[config.mk]
export PLATFORM = sky130hd
export DESIGN_NAME = upe_serial_rx32
export DESIGN_NICKNAME = d
export VERILOG_FILES = /design/src/rtl/upe_serial_rx32.sv
export SDC_FILE = /design/constraint.sdc
export NUM_CORES = 1
export LEC_CHECK = 0
export ABC_AREA = 1
export ABC_CLOCK_PERIOD_IN_PS = 5150
export CORE_MARGIN = 4
export CORE_UTILIZATION = 65
export DETAILED_ROUTE_END_ITERATION = 10
export DONT_BUFFER_PORTS = 1
export GPL_ROUTABILITY_DRIVEN = 0
export GPL_TIMING_DRIVEN = 0
export PLACE_DENSITY = 0.82
export SYNTH_ARGS = -nofsm -noshare
export SYNTH_HDL_FRONTEND = slang
export SYNTH_SLANG_ARGS = --single-unit
export TNS_END_PERCENT = 10
[constraint.sdc]
create_clock -name clk -period 5.15 [get_ports clk]
set_clock_uncertainty 0.2 [all_clocks]
set_input_delay 1.2875 -clock clk [delete_from_list [all_inputs] [get_ports clk]]
set_output_delay 1.2875 -clock clk [all_outputs]
set_load 0.01 [all_outputs]
[src/rtl/upe_serial_rx32.sv]
//------------------------------------------------------------------------------
// upe_serial_rx32 : oversampled single-wire framed word receiver, valid/ready out.
// Optional even-parity bit enabled by defining UPE_RX_PARITY_EN.  Rev 1.0
//------------------------------------------------------------------------------
`default_nettype none

module upe_serial_rx32 #(
  parameter int BIT_PERIOD = 1251,
  parameter int WIDTH      = 32
) (
  input  logic             clk,
  input  logic             rst_n,
  input  logic             rx_in,
  output logic [WIDTH-1:0] out_data,
  output logic             out_valid,
  input  logic             out_ready,
  output logic             frame_err,
  output logic             overrun,
  output logic             parity_err
);

  localparam int CNT_W = (BIT_PERIOD > 1) ? $clog2(BIT_PERIOD) : 1;
  localparam int IDX_W = (WIDTH > 1) ? $clog2(WIDTH) : 1;
  localparam logic [CNT_W-1:0] C_MID      = CNT_W'(BIT_PERIOD / 2);
  localparam logic [CNT_W-1:0] C_LAST     = CNT_W'(BIT_PERIOD - 1);
  localparam logic [IDX_W-1:0] C_IDX_LAST = IDX_W'(WIDTH - 1);

  typedef enum logic [2:0] {
    S_IDLE   = 3'd0,
    S_START  = 3'd1,
    S_DATA   = 3'd2,
    S_PARITY = 3'd3,
    S_STOP   = 3'd4
  } state_t;

  state_t             state_q, state_d;
  logic               sync1_q, rx_s_q;
  logic [CNT_W-1:0]   cnt_q, cnt_d;
  logic [IDX_W-1:0]   idx_q, idx_d;
  logic [WIDTH-1:0]   shreg_q, shreg_d;
  logic [WIDTH-1:0]   data_q, data_d;
  logic               valid_q, valid_d;
  logic               ferr_q, ferr_d;
  logic               ovr_q, ovr_d;
  logic               perr_q, perr_d;
`ifdef UPE_RX_PARITY_EN
  logic               par_q, par_d;
`endif

  always_ff @(posedge clk or negedge rst_n) begin
    if (!rst_n) begin
      state_q <= S_IDLE;
      sync1_q <= 1'b0;
      rx_s_q  <= 1'b0;
      cnt_q   <= '0;
      idx_q   <= '0;
      shreg_q <= '0;
      data_q  <= '0;
      valid_q <= 1'b0;
      ferr_q  <= 1'b0;
      ovr_q   <= 1'b0;
      perr_q  <= 1'b0;
`ifdef UPE_RX_PARITY_EN
      par_q   <= 1'b0;
`endif
    end else begin
      state_q <= state_d;
      sync1_q <= rx_in;
      rx_s_q  <= sync1_q;
      cnt_q   <= cnt_d;
      idx_q   <= idx_d;
      shreg_q <= shreg_d;
      data_q  <= data_d;
      valid_q <= valid_d;
      ferr_q  <= ferr_d;
      ovr_q   <= ovr_d;
      perr_q  <= perr_d;
`ifdef UPE_RX_PARITY_EN
      par_q   <= par_d;
`endif
    end
  end

  always_comb begin
    state_d = state_q;
    cnt_d   = cnt_q;
    idx_d   = idx_q;
    shreg_d = shreg_q;
    data_d  = data_q;
    // A handshake retires the held word unless a fresh word reloads it below.
    valid_d = valid_q && !out_ready;
    ferr_d  = 1'b0;
    ovr_d   = 1'b0;
    perr_d  = 1'b0;
`ifdef UPE_RX_PARITY_EN
    par_d   = par_q;
`endif
    case (state_q)
      S_IDLE: begin
        if (rx_s_q) begin
          cnt_d   = '0;
          state_d = S_START;
        end
      end
      S_START: begin
        if (cnt_q == C_MID) begin
          cnt_d = '0;
          if (rx_s_q) begin
            idx_d   = '0;
            state_d = S_DATA;
          end else begin
            state_d = S_IDLE;
          end
        end else begin
          cnt_d = cnt_q + 1'b1;
        end
      end
      S_DATA: begin
        if (cnt_q == C_LAST) begin
          cnt_d   = '0;
          shreg_d = {rx_s_q, shreg_q[WIDTH-1:1]};
          if (idx_q == C_IDX_LAST) begin
`ifdef UPE_RX_PARITY_EN
            state_d = S_PARITY;
`else
            state_d = S_STOP;
`endif
          end else begin
            idx_d = idx_q + 1'b1;
          end
        end else begin
          cnt_d = cnt_q + 1'b1;
        end
      end
`ifdef UPE_RX_PARITY_EN
      S_PARITY: begin
        if (cnt_q == C_LAST) begin
          cnt_d   = '0;
          par_d   = rx_s_q;
          state_d = S_STOP;
        end else begin
          cnt_d = cnt_q + 1'b1;
        end
      end
`endif
      S_STOP: begin
        if (cnt_q == C_LAST) begin
          cnt_d   = '0;
          state_d = S_IDLE;
          if (rx_s_q) begin
            ferr_d = 1'b1;
`ifdef UPE_RX_PARITY_EN
          end else if (^{shreg_q, par_q}) begin
            perr_d = 1'b1;
`endif
          end else if (!valid_q || out_ready) begin
            data_d  = shreg_q;
            valid_d = 1'b1;
          end else begin
            ovr_d = 1'b1;
          end
        end else begin
          cnt_d = cnt_q + 1'b1;
        end
      end
      default: state_d = S_IDLE;
    endcase
  end

  assign out_data   = data_q;
  assign out_valid  = valid_q;
  assign frame_err  = ferr_q;
  assign overrun    = ovr_q;
  assign parity_err = perr_q;

endmodule

`default_nettype wire

==> Yosys cells after proc, flatten, opt, wreduce, memory -nomap -nowiden <==
Index checks and enable logic that the tools add are counted.
{ "classes": {"div_mod_pow": 0, "n_mul": 0, "bitwise_logic": 1, "n_lt_le_gt_ge": 0, "shifts": 0, "eq_ne": 13, "reduce_logical": 13, "n_mux": 27, "n_addsub": 2} }
{ "ops": {"columns": ["op", "count"], "rows": [
  ["11-bit two-way mux", 3],
  ["11-bit case mux with 3 select lines", 1],
  ["5-bit two-way mux", 4],
  ["3-bit two-way mux", 5],
  ["2-bit inequality test (second input constant)", 7],
  ["3-bit case mux with 4 select lines", 1],
  ["11-bit by 1-bit adder with 11-bit output (second input constant)", 1],
  ["11-bit by 10-bit == test with 1-bit output (second input constant)", 1],
  ["11-bit == test (second input constant)", 1],
  ["1-bit two-way mux", 11],
  ["5-bit case mux with 2 select lines", 1],
  ["5-bit AND reduction", 2],
  ["5-bit by 1-bit adder with 5-bit output (second input constant)", 1],
  ["5-bit == test (second input constant)", 1],
  ["2-bit AND reduction", 2],
  ["4-bit AND reduction", 1],
  ["3-bit by 1-bit == test with 1-bit output (second input constant)", 1],
  ["3-bit by 2-bit == test with 1-bit output (second input constant)", 1],
  ["3-bit == test (second input constant)", 1],
  ["3-bit logical NOT", 1],
  ["3-bit nonzero test", 1],
  ["1-bit logical NOT", 2],
  ["2-bit two-way mux", 1],
  ["2-bit nonzero test", 1],
  ["4 further kinds", 4]
]} }
{ "totals": {"input_bits": 4, "latch_bits": 0, "mem_bits_rw": 0, "rom_bits": 0, "wordCells": 66, "reg_bits": 88, "n_memories": 0, "out_inout_bits": 36} }

==> Depth between registers and ports, before layout <==
{ "depth": {"depth_word": 6, "mapped_depth": 11, "ltp_nobuf": 11} }

==> Worst setup path after synthesis <==
OpenSTA, ideal clock, no wires.
{ "synth_timing": {"path_type": "input to register", "from": "input port out_ready", "to": "register data_q[0] (netlist: out_data[0])", "n_path_buf": 1, "arrival_ns": 1.853, "cell_stages": 6, "t_required_ns": 4.832, "path_slack_ns": 2.979, "setup_ns": 0.118, "cell_sequence": "inv_1 nand2_1 nand3_4 buf_6 nand2_1 o21ai_2"} }
{ "synth_via": {"elab_chain_cells": 2} }
{ "synth_rtl": {"columns": ["item", "line_no", "source"], "rows": [
  ["start: declaration", "16", "input logic out_ready,"],
  ["1-bit logical OR", "156", "end else if (!valid_q || out_ready) begin"],
  ["4-bit AND reduction (no source line)", null, null],
  ["end signal: assignment", "73", "data_q <= data_d;"],
  ["end: declaration", "41", "logic [WIDTH-1:0] data_q, data_d;"]
]} }
Every way passes these cells.
A chain may end at the register's enable or synchronous reset.

==> Worst setup path after layout <==
{ "layout_timing": {"from": "register valid_q (netlist: out_valid)", "to": "output port out_valid"} }
{ "layout_lines": {"columns": ["item", "line_no", "source"], "rows": [
  ["start: declaration", "42", "logic valid_q, valid_d;"],
  ["start signal: assignment", "74", "valid_q <= valid_d;"],
  ["end: declaration", "15", "output logic out_valid,"]
]} }
No word-level cell between the ends.

==> reports/metrics.cfg <==
[detailed_routing]
wl_per_cell_um = 13.91
drc = 0
drtPass1Iterations = 4
viasPerCell = 5.446
drt-total-wl_um = 7678
vias = 3006
ant_nets = 0
drtIter0Drc = 185

[clock_network]
htreeDepth = 3
ctsHoldBuffers = 0
cts.sinks = 88
cts_tree = yes
cts_resized = 0
clock-root-buffer = clkbuf_8
clk_pin_slew_ps = 80
worstSkewPairLatency_ps = 340
postCtsSetupBuffers = 0
cts_made_buffers = 9
clock_path_buffers = 2

[power_and_ir_drop]
fin_total_pwr_mw = 1.398
power_density_mw_per_mm2 = 320.3
p_leak_nw = 2.061
vdd_ir_drop_max_mv = 0.1879

[place]
port_buffers = 0
hpwl_um = 5388

[die]
core-area_mm2 = 0.006026
initial_core_util = 0.6796
die_h_um = 87.38
fp-row-count = 28
die_area_mm2 = 0.007634
die_w_um = 87.38
ios = 40

[critical_path]
worstSetupStartpoint = out_valid
start_kind = flip-flop
timing.rr.start = cnt_q[0]
crit_fanout = 2
required_ps = 3660
crit_type = flip-flop to output pin
cp.arrival_ps = 790
worst_setup_path_end_kind = output pin

[layout]
drive_above_1_share = 0.1614
nFillCells = 439
syn2layout_area_growth_pct = 6.538
num_antenna_cells = 0
final_nets = 481
layout_commonest_cell = nand2_1
mostFrequentLayoutCells = nand2_1 (125), dfrtp_1 (88), inv_1 (62)

[global_route]
first_global_vias = 2859
grt_use_total = 0.2180
grt_max_degree = 89
grt_antenna_before_repair = 0
grt_pass1_wl_um = 13160
overflow = 0

[logic_synthesis]
syn_inst = 461
ys_warn_count = 0
syn-num-nets = 470
synthDistinctLibCells = 26
ys_seq_area_frac = 0.5377
ys_ff_latch = 88
avgSynthCellArea_um2 = 8.883
synth_area_mm2 = 0.004095

[status]
status = complete, no violations

[sta]
fin_setup_tns_ps = 0
setup_violations = 0
fin_crit_ps = 2274
rsz0062_at_grt = false
maxSlewViolCount = 0
min_period_over_period = 0.4415
max_freq_mhz = 439.8
final-hold-violation-count = 0

[job]
cap_violations = 0

[min_path]
hp-start = sync1_q
hold_class = flip-flop to flip-flop

worst paths after layout:
| kind | slack, ps | endpoint | depth (start not counted) |
|---|---|---|---|
| max | 2880 | out_valid | 0 |
| min | 150 | rx_s_q | 0 |
| max reg2reg | 3050 | out_data[1] | 10 |
| min reg2reg | 150 | rx_s_q | 0 |
| max in group asynchronous | 4210 | sync1_q | 0 |
| min in group asynchronous | 430 | out_data[28] | 0 |
logic make-up (layout without fill, tap and decap cells):
kind of cell             Yosys count  count (layout)  synth area share
adder cells (fa/ha/maj)            5               5           0.01528
buffers and inverters             82              98           0.09257
other                              1               1         0.0009157
flip-flops                        88              88            0.5377
XOR/XNOR                           2               2          0.004278
AO/OA/AOI/OAI                     69              69            0.1143
AND/OR/NAND/NOR                  214             214            0.2350
routing by layer:
metal	wire length, um	track usage	up-vias
met5	0	0	-
met4	103	0.06137	0
met1	3471	0.3084	1426
met2	3679	0.3377	82
li1	-	-	1485
met3	423	0.05203	13
power by group:
group          leakage (nW)  switching, mW  total, mW  internal, mW
combinational         0.769          0.138      0.212        0.0740
sequential             1.21         0.0369      0.757         0.720
clock                0.0830          0.239      0.429         0.190
total                  2.06          0.414       1.40         0.984
cells in the mapped netlist (all sizes together):
library cell  number  share of area
clkinv             1        0.00092
inv               65          0.060
conb               1        0.00092
ha                 5          0.015
nor2              27          0.033
nand2            133           0.13
nand3             40          0.052
nor3               2         0.0024
o21ai             68           0.11
buf               15          0.031
nand4             12          0.018
o21bai             1         0.0018
dfrtp             88           0.54
xor2               2         0.0043
clkbuf             1        0.00092
registers in the layout, summed over array words and instances (netlist names), 3 cells and up:
| signal | count |
|---|---|
| cnt_q | 11 |
| state_q | 3 |
| out_data | 32 |
| idx_q | 5 |
| shreg_q | 32 |
through the flow:
stage	setup slack [ps]	cell area, um2	hold WS [ps]	utilization	std cells
finish	2876	4363	148.5	0.7240	552
global route	2847	4363	171.0	0.7240	552
CTS	2860	4363	152.2	0.7240	552
detailed placement	2859	4189	135.8	0.6952	536
global placement	2879	4189	133.6	0.6952	536
floorplan	2979	4095	131.2	-	461
layout make-up:
class	count	area, um2	share of cell area
sequential	88	2202	0.5047
clock inverter	4	28.78	0.006596
clock buffer	12	145.1	0.03327
inverter	66	247.7	0.05678
buffer	16	131.4	0.03011
multi-input combinational	291	1514	0.3470
tap	75	93.84	0.02151
Note: power is estimated with default switching activity, not from simulation.
==> RTL edit 1, RTL diff (same settings) <==
Build with the macro `UPE_RX_PARITY_EN` defined.
--- a/src/rtl/upe_serial_rx32.sv
+++ b/src/rtl/upe_serial_rx32.sv
@@ -3,6 +3,8 @@
 // Optional even-parity bit enabled by defining UPE_RX_PARITY_EN.  Rev 1.0
 //------------------------------------------------------------------------------
 `default_nettype none
+
+`define UPE_RX_PARITY_EN
 
 module upe_serial_rx32 #(
   parameter int BIT_PERIOD = 1251,
Check against the original RTL: same outputs for any inputs over 10 cycles, from zero or initial values and one cycle with rst_n low; that may be too few to reach the edited logic, so the function may still have changed.
==> RTL edit 1 against the original RTL <==
- critical path depth rose by 10
- sequential cell count rose by 2
- total power rose by 0.73%
- synthesized area rose by 15%
- via count rose by 34%
- first-iteration DRC count rose by 15%
- maximum frequency fell by 4.4%
- final area rose by 15%
- setup slack got worse by 0.10 ns
- routed wire length rose by 27%
==> RTL edit 1: results (changes against the original RTL) <==
qor: outcome.outcome finished, final reports clean [unchanged]
qor: layout.n_all_buffers 20 [was 16]
qor: power.sequentialPowerShare 0.528 [was 0.541]
qor: detailed_routing.dr.pass1.iters 5 [was 4]
qor: power.power_sequential 0.743 mW [was 0.757 mW]
qor: critical_path.timing.critical_path.fanout_max 10 [was 2]
qor: logic_synthesis.ys_top_cells_by_count sky130_fd_sc_hd__nand2_1, sky130_fd_sc_hd__dfrtp_1, sky130_fd_sc_hd__inv_1, sky130_fd_sc_hd__nand4_1, sky130_fd_sc_hd__o21ai_0 [was sky130_fd_sc_hd__nand2_1, sky130_fd_sc_hd__dfrtp_1, sky130_fd_sc_hd__inv_1, sky130_fd_sc_hd__nand3_1, sky130_fd_sc_hd__o21ai_2]
qor: logic_synthesis.synth.area.top_cells sky130_fd_sc_hd__dfrtp_1, sky130_fd_sc_hd__nand2_1, sky130_fd_sc_hd__inv_1 [was sky130_fd_sc_hd__dfrtp_1, sky130_fd_sc_hd__nand2_1, sky130_fd_sc_hd__o21ai_2]
qor: power.netSwitchingFraction 0.257 [was 0.296]
qor: grt.first_global_vias 3862 [was 2859]
qor: layout.n_sequential_cell 90 [was 88]
qor: layout.fill_cells 544 [was 439]
qor: layout.number_of_nets_in_the_finished_design 641 [was 481]
qor: layout.num-multi-input-gates 445 [was 291]
qor: grt.grt_first_pass_wirelength 16500 µm [was 13200 µm]
qor: placement.postPlaceCellArea 4810 µm² [was 4190 µm²]
qor: critical_path.ff2ff_setup_slack 2.77 ns [was 3.05 ns]
qor: die.taps 96 [was 75]
qor: critical_path.rr_endpoint out_data[23] [was out_data[1]]
qor: detailed_routing.routed-wl-met2 4950 µm [was 3680 µm]
qor: logic_synthesis.synth_sequential_area_ratio 0.480 [was 0.538]
qor: grt.globalRouteMet2Util 0.424 [was 0.338]
qor: grt.met3_usage 0.0483 [was 0.0520]
qor: layout.final_layout_size_suffix_gt1_frac 0.0613 [was 0.161]
qor: logic_synthesis.syn-instance-count 621 [was 461]
-- RTL edit 1: changes by cell type after synthesis, sizes merged, moves of 6 or more --
cell	unedited run	this run
nor3	2	12
nand4	12	37
xor2	2	8
o21ai	68	34
nand3	40	25
nand2	133	269
a21oi	0	7
-- RTL edit 1: worst max-delay path by stage --
stage | cells after the start | startpoint | to | slack [ns]
3_3_place_gp | 5 | out_ready | out_data[0] | 2.58
6_report | 10 | cnt_q[0] | out_data[23] | 2.77
5_1_grt | 10 | cnt_q[0] | out_data[11] | 2.53
2_1_floorplan | 5 | out_ready | out_data[1] | 2.92
3_5_place_dp | 5 | out_ready | out_data[0] | 2.55
4_1_cts | 10 | cnt_q[0] | out_data[23] | 2.73
-- RTL edit 1: cell families after synthesis --
family,share of synthesized area
compound gates,0.0557
xor+xnor,0.0224
fa+ha+maj,0.0133
buf+inv,0.0808
flops,0.480
mux,0.00213
simple gates,0.346
==> RTL edit 2, RTL diff (config.mk and constraints unchanged) <==
Without the edit above. The 5 states of `state_t` get a one-hot encoding in 5 bits.
--- a/src/rtl/upe_serial_rx32.sv
+++ b/src/rtl/upe_serial_rx32.sv
@@ -25,12 +25,12 @@
   localparam logic [CNT_W-1:0] C_LAST     = CNT_W'(BIT_PERIOD - 1);
   localparam logic [IDX_W-1:0] C_IDX_LAST = IDX_W'(WIDTH - 1);
 
-  typedef enum logic [2:0] {
-    S_IDLE   = 3'd0,
-    S_START  = 3'd1,
-    S_DATA   = 3'd2,
-    S_PARITY = 3'd3,
-    S_STOP   = 3'd4
+  typedef enum logic [4:0] {
+    S_IDLE   = 5'b00001,
+    S_START  = 5'b00010,
+    S_DATA   = 5'b00100,
+    S_PARITY = 5'b01000,
+    S_STOP   = 5'b10000
   } state_t;
 
   state_t             state_q, state_d;
Check against the original RTL: no difference found for any inputs over 10 cycles, from zero or initial values and one cycle with rst_n low; not proved beyond that.
==> RTL edit 2 against the original RTL <==
- sequential cell count increased by 1
- routed wire length increased by 1.5%
- global-route usage increased by 0.50 points
- critical path depth unchanged
- synthesized area increased by 4.0%
- total power increased by 6.7%
- maximum frequency decreased by 0.64%
- setup slack got worse by 0.015 ns
- cell count increased by 2.4%
- final area increased by 4.5%
- largest power group unchanged
- highest routed layer unchanged
==> RTL edit 2: results (changes against the original RTL) <==
qor: outcome.outcome finished, final reports clean [unchanged]
qor: layout.num-multi-input-gates 302 [was 291]
qor: layout.fill_cells 462 [was 439]
qor: layout.bufAreaShareNonClock 0.0316 [was 0.0301]
qor: clock_tree.clkSlewWorstSetupHoldPaths 0.10 ns [was 0.08 ns]
qor: grt.global_route.usage.total 0.223 [was 0.218]
qor: layout.multi_input_comb_area 1640 µm² [was 1510 µm²]
qor: power.vdd_drop_max 0.259 mV [was 0.188 mV]
qor: placement.post-dp-hpwl 5320 µm [was 5390 µm]
qor: logic_synthesis.ys_top_cells_by_count sky130_fd_sc_hd__nand2_1, sky130_fd_sc_hd__dfrtp_1, sky130_fd_sc_hd__inv_1, sky130_fd_sc_hd__nand3_1, sky130_fd_sc_hd__o21ai_2 [unchanged]
qor: layout.inv_count 65 [was 66]
qor: logic_synthesis.distinct_cell_type_count_after_synthesis 33 [was 26]
qor: clock_tree.clock_insertion_delay_worst_skew 0.36 ns [was 0.34 ns]
qor: logic_synthesis.synth_sequential_area_ratio 0.523 [was 0.538]
qor: grt.grt_start_max_net_pins 90 [was 89]
qor: placement.dp.cells 549 [was 536]
qor: grt.first_global_vias 3056 [was 2859]
qor: detailed_routing.wl 7800 µm [was 7680 µm]
qor: detailed_routing.post_drt_via_cell_ratio 5.45 [about the same]
qor: power.power.leakage 2.14 nW [was 2.06 nW]
qor: layout.final_layout_size_suffix_gt1_frac 0.219 [was 0.161]
qor: logic_synthesis.synth.area.top_cells sky130_fd_sc_hd__dfrtp_1, sky130_fd_sc_hd__nand2_1, sky130_fd_sc_hd__o21ai_2 [unchanged]
qor: grt.grt_first_pass_wirelength 13600 µm [was 13200 µm]
qor: layout.number_of_nets_in_the_finished_design 492 [was 481]
qor: layout.n_clock_buffer 10 [was 12]
qor: detailed_routing.initialDrtViolationCount 182 [was 185]
qor: logic_synthesis.syn_avg_cell_area 9.03 µm² [was 8.88 µm²]
qor: layout.sh_seq_area 0.489 [was 0.505]
qor: layout.layout.clock.cell_area_share 0.0445 [was 0.0399]
[RTL edit 2: cell count changes in the layout (fill, tap and decap cells not counted), sizes merged, moves of 2 or more]
cell   before  now
o21ai      68   63
xor2        2    4
nand2     133  143
nor3        2    6
a21oi       0    2
nor2       27   22
[RTL edit 2: stage by stage]
stage | utilization | area, µm² | setup WS, ns | hold WS [ns]
2_1_floorplan | - | 4260 | 2.92 | 0.131
5_1_grt | 0.718 | 4560 | 2.83 | 0.165
3_5_place_dp | 0.686 | 4360 | 2.74 | 0.138
6_report | 0.718 | 4560 | 2.86 | 0.156
4_1_cts | 0.718 | 4560 | 2.84 | 0.158
3_3_place_gp | 0.686 | 4360 | 2.76 | 0.132
[RTL edit 2: power breakdown]
group	internal, mW	switching (mW)
Combinational	0.0738	0.171
Sequential	0.729	0.0281
Clock	0.231	0.258
[RTL edit 2: worst paths after layout]
check | from | to | slack [ns] | cells past startpoint
min reg2reg | sync1_q | rx_s_q | 0.16 | 0
min in group asynchronous | rst_n | out_data[11] | 0.41 | 0
max | out_data[28] | out_data[28] | 2.86 | 0
max reg2reg | cnt_q[0] | out_data[22] | 3.04 | 10
max in group asynchronous | rst_n | state_q[0] | 4.12 | 0
min | sync1_q | rx_s_q | 0.16 | 0
[RTL edit 2: kinds of logic after synthesis]
kind of cell / synth area share
simple gates: 0.250
flops: 0.523
buf+inv: 0.0913
compound gates: 0.112
fa+ha+maj: 0.0147
xor+xnor: 0.00822
other cells: 0.000880
[RTL edit 2: layer usage]
metal,GRT usage,share of wire
met3,0.0396,0.059
met1,0.289,0.43
met5,0,0
met4,0.0988,0.015
met2,0.369,0.50
